===== src/rtl/tl_pkg.sv =====
`default_nettype none
// ============================================================================
// Module      : tl_pkg
// Description : Shared types and constants for the traffic light controller:
//               controller state encoding, lamp encodings and timer helpers.
// Revision    : 1.0 - initial release
// ============================================================================
package tl_pkg;

    // Controller phases; 6 legal codes in a 3-bit register, codes 6 and 7
    // are unreachable and recover to NS_GREEN.
    typedef enum logic [2:0] {
        ST_NS_GREEN  = 3'd0,
        ST_NS_YELLOW = 3'd1,
        ST_ALLRED_A  = 3'd2,
        ST_EW_GREEN  = 3'd3,
        ST_EW_YELLOW = 3'd4,
        ST_ALLRED_B  = 3'd5
    } tl_state_e;

    // One-hot lamp encoding {red, yellow, green}
    localparam logic [2:0] LAMP_RED = 3'b100;
    localparam logic [2:0] LAMP_YEL = 3'b010;
    localparam logic [2:0] LAMP_GRN = 3'b001;

    localparam int         TIMER_W   = 6;
    localparam logic [5:0] TIMER_MAX = 6'd63;

    // Timer value seen on the last cycle of a phase lasting 'cycles' cycles
    function automatic logic [TIMER_W-1:0] last_tick(input int cycles);
        return TIMER_W'(cycles - 1);
    endfunction

endpackage : tl_pkg
`default_nettype wire


===== src/rtl/phase_timer.sv =====
`default_nettype none
// ============================================================================
// Module      : phase_timer
// Description : 6-bit phase cycle counter. Synchronous clear has priority
//               over counting; the count saturates at its maximum value.
// Revision    : 1.0 - initial release
// ============================================================================
module phase_timer
    import tl_pkg::*;
(
    input  logic               clk,
    input  logic               reset,
    input  logic               clear_i,
    output logic [TIMER_W-1:0] count_o
);

    logic [TIMER_W-1:0] count_q;
    logic [TIMER_W-1:0] count_d;

    // Next count: clear to zero, otherwise increment until saturated
    always_comb begin
        count_d = count_q;
        if (clear_i) begin
            count_d = '0;
        end else if (count_q != TIMER_MAX) begin
            count_d = count_q + 1'b1;
        end
    end

    // Count register with asynchronous reset
    always_ff @(posedge clk or posedge reset) begin
        if (reset) begin
            count_q <= '0;
        end else begin
            count_q <= count_d;
        end
    end

    assign count_o = count_q;

endmodule : phase_timer
`default_nettype wire


===== src/rtl/traffic_light_controller.sv =====
`default_nettype none
// ============================================================================
// Module      : traffic_light_controller
// Description : Moore FSM sequencing a two-road intersection (NS main road,
//               EW side road) with vehicle sensing, latched pedestrian
//               request, minimum/maximum green and fixed yellow/all-red.
// Revision    : 1.0 - initial release
// ============================================================================
module traffic_light_controller
    import tl_pkg::*;
#(
    parameter int GREEN_MIN = 10,
    parameter int GREEN_MAX = 40,
    parameter int YELLOW_T  = 4,
    parameter int ALLRED_T  = 2
) (
    input  logic               clk,
    input  logic               reset,
    input  logic               ns_car_i,
    input  logic               ew_car_i,
    input  logic               ped_req_i,
    output logic [2:0]         ns_light_o,
    output logic [2:0]         ew_light_o,
    output logic               walk_o,
    output logic [TIMER_W-1:0] phase_timer_o
);

    localparam logic [TIMER_W-1:0] c_GMIN_LAST = last_tick(GREEN_MIN);
    localparam logic [TIMER_W-1:0] c_GMAX_LAST = last_tick(GREEN_MAX);
    localparam logic [TIMER_W-1:0] c_YEL_LAST  = last_tick(YELLOW_T);
    localparam logic [TIMER_W-1:0] c_ARED_LAST = last_tick(ALLRED_T);

    tl_state_e          state_q;
    tl_state_e          state_d;
    logic               advance;
    logic               ped_pending_q;
    logic               ped_pending_d;
    logic [TIMER_W-1:0] timer;

    // Timer is cleared on every transition so each phase starts at zero
    phase_timer u_phase_timer (
        .clk     (clk),
        .reset   (reset),
        .clear_i (advance),
        .count_o (timer)
    );

    // State register
    always_ff @(posedge clk or posedge reset) begin
        if (reset) begin
            state_q <= ST_NS_GREEN;
        end else begin
            state_q <= state_d;
        end
    end

    // Next-state logic; transitions are decided on the last cycle of a phase
    always_comb begin
        state_d = state_q;
        advance = 1'b0;
        case (state_q)
            ST_NS_GREEN: begin
                // ns_car has no effect here: NS already has green
                if (((timer >= c_GMIN_LAST) && (ew_car_i || ped_pending_q)) ||
                    (timer == c_GMAX_LAST)) begin
                    state_d = ST_NS_YELLOW;
                    advance = 1'b1;
                end
            end
            ST_NS_YELLOW: begin
                if (timer == c_YEL_LAST) begin
                    state_d = ST_ALLRED_A;
                    advance = 1'b1;
                end
            end
            ST_ALLRED_A: begin
                if (timer == c_ARED_LAST) begin
                    state_d = ST_EW_GREEN;
                    advance = 1'b1;
                end
            end
            ST_EW_GREEN: begin
                // Waiting NS traffic ends the side-road green at minimum
                if (((timer >= c_GMIN_LAST) && (!ew_car_i || ns_car_i)) ||
                    (timer == c_GMAX_LAST)) begin
                    state_d = ST_EW_YELLOW;
                    advance = 1'b1;
                end
            end
            ST_EW_YELLOW: begin
                if (timer == c_YEL_LAST) begin
                    state_d = ST_ALLRED_B;
                    advance = 1'b1;
                end
            end
            ST_ALLRED_B: begin
                if (timer == c_ARED_LAST) begin
                    state_d = ST_NS_GREEN;
                    advance = 1'b1;
                end
            end
            default: begin
                // Unreachable code: restart the cycle with a fresh timer
                state_d = ST_NS_GREEN;
                advance = 1'b1;
            end
        endcase
    end

    // Pedestrian latch: served on entry to EW_GREEN, a new press always wins
    always_comb begin
        ped_pending_d = ped_req_i |
                        (ped_pending_q & ~((state_q == ST_ALLRED_A) & advance));
    end

    // Pedestrian pending register
    always_ff @(posedge clk or posedge reset) begin
        if (reset) begin
            ped_pending_q <= 1'b0;
        end else begin
            ped_pending_q <= ped_pending_d;
        end
    end

    // Moore outputs decoded from the registered state only
    always_comb begin
        ns_light_o = LAMP_RED;
        ew_light_o = LAMP_RED;
        walk_o     = 1'b0;
        case (state_q)
            ST_NS_GREEN:  ns_light_o = LAMP_GRN;
            ST_NS_YELLOW: ns_light_o = LAMP_YEL;
            ST_EW_GREEN: begin
                ew_light_o = LAMP_GRN;
                walk_o     = 1'b1;
            end
            ST_EW_YELLOW: ew_light_o = LAMP_YEL;
            default: begin
                ns_light_o = LAMP_RED;
                ew_light_o = LAMP_RED;
            end
        endcase
    end

    assign phase_timer_o = timer;

endmodule : traffic_light_controller
`default_nettype wire


===== config.mk =====
export PLATFORM = sky130hd
export DESIGN_NAME = traffic_light_controller
export DESIGN_NICKNAME = d
export VERILOG_FILES = /design/src/rtl/tl_pkg.sv /design/src/rtl/phase_timer.sv /design/src/rtl/traffic_light_controller.sv
export SDC_FILE = /design/constraint.sdc
export NUM_CORES = 1
export LEC_CHECK = 0
export ABC_AREA = 1
export CORE_MARGIN = 5
export CORE_UTILIZATION = 40
export CTS_CLUSTER_DIAMETER = 40
export DETAILED_ROUTE_END_ITERATION = 10
export PLACE_DENSITY = 0.75
export SKIP_CTS_REPAIR_TIMING = 1
export SLEW_MARGIN = 0
export SYNTH_ARGS = -nofsm -noshare
export SYNTH_HDL_FRONTEND = slang
export SYNTH_SLANG_ARGS = --single-unit

===== constraint.sdc =====
create_clock -name clk -period 1.3 [get_ports clk]
set_input_delay 0.195 -clock clk [delete_from_list [all_inputs] [get_ports clk]]
set_output_delay 0.195 -clock clk [all_outputs]
set_load 0.01 [all_outputs]

# Yosys cells after proc, flatten, opt, wreduce, memory -nomap -nowiden
# Index checks and enable logic that the tools add are counted.
# word_totals
elab_cells,53
out_inout_bits,13
inputBits,5
regBits,10
# classes
reduce_logical,12
addsub,1
eq_ne,15
bitwise_logic,4
n_lt_le_gt_ge,1
n_mux,17
# op_table
operator,count
$mux W3,6
$pmux W3 S6,1
$mux W6,2
$ne A2 B2 Y1 const B,6
$pmux W3 S2,2
$add A6 B1 Y6 const B,1
$eq A3 B2 Y1 const B,2
$eq A3 B3 Y1 const B,2
$eq A6 B1 Y1 const B,1
$eq A6 B2 Y1 const B,1
$eq A6 B6 Y1 const B,1
$ge A6 B4 Y1 const B,1
$ne A6 B6 Y1 const B,1
$reduce_and A6 Y1,1
$mux W1,5
$logic_or A1 B1 Y1,4
$pmux W1 S4,1
$reduce_or A2 Y1,2
$eq A3 B1 Y1 const B,1
$logic_not A3 Y1,1
$and A1 B1 Y1,2
$logic_and A1 B1 Y1,2
$reduce_bool A2 Y1,1
$logic_not A1 Y1,1
2 further kinds,2

# Logic depth before layout (Yosys ltp)
# depth
ltp_word,10
ltp_mapped,13
depth_no_buf,13

# Hierarchy
# Synthesis repeated with hierarchy kept, for this count alone.
# hier_totals
hier_cells,119
hier_area_um2,790.8
# modules_own_cells
mod,cells_each,area_per_inst_um2,instances,seq_area_each_um2
traffic_light_controller,79,466.7,1,100.1
phase_timer,40,324.1,1,150.1

# Worst setup path after synthesis
# OpenSTA, ideal clock, no wires.
# synth_timing
kind,register -> register
from,register u_phase_timer.count_q[0] (netlist: u_phase_timer.count_o[0])
to,register u_phase_timer.count_q[1] (netlist: u_phase_timer.count_o[1])
period_less_slack_ps,1522
stages_incl_launch_ff,8
t_arrival_ps,1401
path_slack_ps,-222
required_ps,1180
path_buffers,0
setup_ps,120
cell_sequence,dfrtp_1 -> ha_1 -> nand2_1 -> inv_2 -> nand3_1 -> nor2_1 -> mux2i_1 -> nor2_2
# synth_via
elab_chain_cells,6
word_cells_on_any_way,18
classes_between,add/sub: 1; order compare: 1; eq/ne: 4; mux: 7; reduce/logical: 5
# synth_rtl
element,line_no,source
"start, declared",phase_timer.sv:17,logic [TIMER_W-1:0] count_q;
"start signal, assigned",phase_timer.sv:35,count_q <= count_d;
$ge A6 B4 Y1,"traffic_light_controller.sv:64, traffic_light_controller.sv:84",
"$logic_and A1 B1 Y1, on equally long branches","traffic_light_controller.sv:84, traffic_light_controller.sv:64",
"$logic_or A1 B1 Y1, on equally long branches","traffic_light_controller.sv:84, traffic_light_controller.sv:64",
"$mux W1, on equally long branches","traffic_light_controller.sv:84, traffic_light_controller.sv:64",
$pmux W1 S4,traffic_light_controller.sv:61,case (state_q)
$mux W6 / $reduce_bool A2 Y1 (equally long branches),-,
# Parallel ways exist; a longest one is shown, timed or not. The select of a mux whose other input is x is not followed.
# A chain may end at the register's enable or synchronous reset.

# Final worst setup path
# layout_timing
from,register state_q[0]
to,register u_phase_timer.count_q[5] (netlist: u_phase_timer.count_o[5])
# layout_via
elab_chain_cells,4
word_cells_on_any_way,11
classes_between,eq/ne: 5; mux: 2; reduce/logical: 4
# layout_rtl
element,line_no,source
"start, declared",traffic_light_controller.sv:33,tl_state_e state_q;
"start signal, assigned",traffic_light_controller.sv:53,state_q <= state_d;
$eq A3 B2 Y1 (tied with other cells),traffic_light_controller.sv:61,
$reduce_or A2 Y1 (no source line),-,
$pmux W1 S4 (*),traffic_light_controller.sv:61,
$mux W6 / $reduce_bool A2 Y1 (equally long branches),-,
# Mark *: on every way between the ends. The rest lies on a longest branch, timed or not.

==> impl_results.rst <==
.. list-table::
   :header-rows: 1

   * - Metric
     - Value
   * - Largest net degree at the start of global routing
     - 11
   * - Detailed-route via count
     - roughly 910
   * - Final-layout setup total negative slack
     - -2.84 ns
   * - Netlist cell types
     - 26
   * - Portion of the post-synthesis area used by sequential elements
     - 0.315
   * - Slew HR
     - 0.743
   * - Detailed placer's ending HPWL
     - about 1600 um
   * - Final Setup Violations
     - 17
   * - Total CTS buffers
     - 3
   * - Peak supply drop
     - approximately 1.2 mV
   * - Area of the die
     - slightly below 0.003 mm^2
   * - Unrepaired setup endpoints after global routing
     - true
   * - Highest clock frequency the design can meet
     - ~0.66 GHz
   * - Synth Warn #
     - 0
   * - Transition at the pin with the smallest max-transition slack
     - between 0.3 and 0.4 ns
   * - CP Data Required Time
     - approximately 1.4 ns
   * - Aggregate routed wire length
     - about 2400 um
   * - DR vias/cell
     - 4.81
   * - Die Width
     - 54.6 um
   * - Clock Sinks
     - 10
   * - Setup crit end kind
     - flip-flop
   * - Remaining routing DRC violations
     - 0
   * - First-iteration detailed-routing DRC count
     - 10
   * - Library cell used as clock root buffer
     - clkbuf_4
   * - Via count of the first global-routing pass
     - 815
   * - Power per Cell Area
     - ~2200 mW/mm^2
   * - Final setup margin
     - -0.226 ns
   * - CTS tree
     - done
   * - Total design power
     - between 3000 and 4000 uW
   * - Crit Path Max Fanout
     - 6
   * - Wire length per cell after detailed routing
     - roughly 13 um
   * - Violations in the final reports
     - setup timing
   * - Final weighted congestion of routability-driven global placement
     - roughly 0.86
   * - Chip height
     - 54.6 um
   * - Detail Route Antenna Nets
     - 0
   * - Hold violation count in the final report
     - 0
   * - Post-Synthesis Cells
     - 110
   * - CP startpoint kind
     - flip-flop
   * - Class of the most critical hold timing path
     - input port to async pin
   * - Max Buffers Root-to-Sink
     - 2
   * - Clock-pin slew on the worst setup and hold paths
     - 0.08 ns
   * - Mean cell area of the mapped netlist
     - 7.22 um^2
   * - Final min period
     - between 1.5 and 2 ns
   * - Period utilization
     - 1.17
   * - H-Tree Level Count
     - 1
   * - Number of fill cells in the layout
     - between 150 and 200
   * - Synth Net Count
     - around 120
   * - Final global-route overflow total
     - 0
   * - Core Footprint
     - between 0.0015 and 0.002 mm^2
   * - Global-route wire length before repair
     - between 3000 and 4000 um
   * - Worst clock skew
     - 0.0159 ns
   * - Most common cell after layout, fill and taps aside
     - nand2_1
   * - Area of the multi-input gates
     - approximately 550 um^2
   * - Site Rows
     - 16
   * - Max-cap violation count
     - 0
   * - Overall Global Routing Usage
     - 0.148
   * - Data arrival time of the critical path
     - around 1.7 ns
   * - Setup WS pre-CTS
     - -0.344 ns
   * - Total leakage power
     - around 0.00078 uW
   * - Nets
     - 170
   * - Worst-Skew Late Latency
     - between 0.2 and 0.3 ns
   * - Signed area change from the synthesized netlist to the final layout
     - 77.0%
   * - Fraction of layout cells with a size suffix above 1
     - 0.540
   * - Number of antenna violations at the first check in global routing
     - 0
   * - Total iterations of the first detailed-routing run
     - 4
   * - Number of I/O port buffers
     - 17
   * - Initial core utilization
     - 0.413
   * - Number of slew-limit violations in the final report
     - 0
   * - Diodes inserted
     - 0
   * - Flip-flop and latch count after synthesis
     - 10
   * - I/O Pins
     - 18
   * - Most frequent cells in the layout
     - nand2_1, buf_4, buf_6, inv_1, nor2_2
   * - Post-synth design cell area
     - roughly 790 um^2
   * - Sequential cell area
     - about 260 um^2
   * - Status
     - complete, but fails checks
   * - Kind of critical path
     - flip-flop to flip-flop
==> cells by family (layout without fill, tap and decap cells) <==
| logic type | count (synthesis) | count (layout) | synth area share |
|---|---|---|---|
| multiplexers | 1 | 1 | 0.0126 |
| AND/OR/NAND/NOR | 64 | 64 | 0.425 |
| AO/OA/AOI/OAI | 8 | 8 | 0.0504 |
| buffers and inverters | 22 | 73 | 0.128 |
| flip-flops | 10 | 10 | 0.315 |
| XOR/XNOR | 2 | 2 | 0.0221 |
| adder cells (fa/ha/maj) | 3 | 3 | 0.0472 |
==> state kept, by name, summed over array words and instances (netlist names) <==
register,cells
ped_pending_q,1
u_phase_timer.count_o,6
state_q,3
==> final cells by class <==
cell class,instances,area share
Tap cell,27,0.0240
Inverter,20,0.0649
Clock buffer,4,0.0187
Sequential cell,10,0.182
Timing Repair Buffer,49,0.316
Multi-Input combinational cell,78,0.394
==> final timing paths <==
check                         startpoint                        to  slack (ns)  depth (start not counted)
min in group clk               ped_req_i             ped_pending_q        0.46                          3
setup / recovery              state_q[0]  u_phase_timer.count_o[5]       -0.23                         10
setup reg to reg              state_q[0]  u_phase_timer.count_o[5]       -0.23                         10
hold / removal                     reset             ped_pending_q        0.20                          2
hold reg to reg            ped_pending_q             ped_pending_q        0.51                          2
max in group asynchronous          reset                state_q[2]        0.79                          2
==> through the flow <==
stage,util,area (um^2),cells,hold WS [ns]
finish,0.732,1410,188,0.199
global route,0.732,1410,188,0.228
CTS,0.622,1200,176,0.215
detailed placement,0.609,1170,172,0.484
global placement,0.609,1170,172,0.462
floorplan,-,835,110,0.0350
==> Yosys cell counts (all sizes together) <==
library cell	count	area (um^2)
xor2	1	8.76
nor3	2	21.3
nand4	5	37.5
nor2	14	67.6
o21ai	5	25.0
nand3	10	85.1
inv	18	70.1
xnor2	1	8.76
dfrtp	10	250
ha	3	37.5
a21oi	3	15.0
nand2	32	120
clkinv	2	12.5
buf	2	18.8
or2	1	6.26
mux2i	1	10.0
==> power breakdown <==
part           internal (uW)  switching [uW]  leakage (uW)  total (uW)
clock                    118             107     0.0000150         225
sequential               416             122      0.000120         538
combinational           1120            1180      0.000641        2300
==> critical path, cell delays in order (launching register included) <==
cell	delay, ns
dfrtp_1	0.42
buf_4	0.16
inv_4	0.06
nor3_4	0.03
buf_4	0.13
buf_6	0.11
buf_4	0.14
nand3_4	0.11
nand3_4	0.11
inv_6	0.11
nor2_2	0.04
==> per-layer routing <==
layer,share of wire,global-route usage,vias to the layer above
li1,-,-,445
met1,0.42,0.175,441
met2,0.55,0.265,19
met3,0.027,0.0245,0
met4,0,0.0539,0
met5,0,0,-
(Power assumes the default switching activity.)
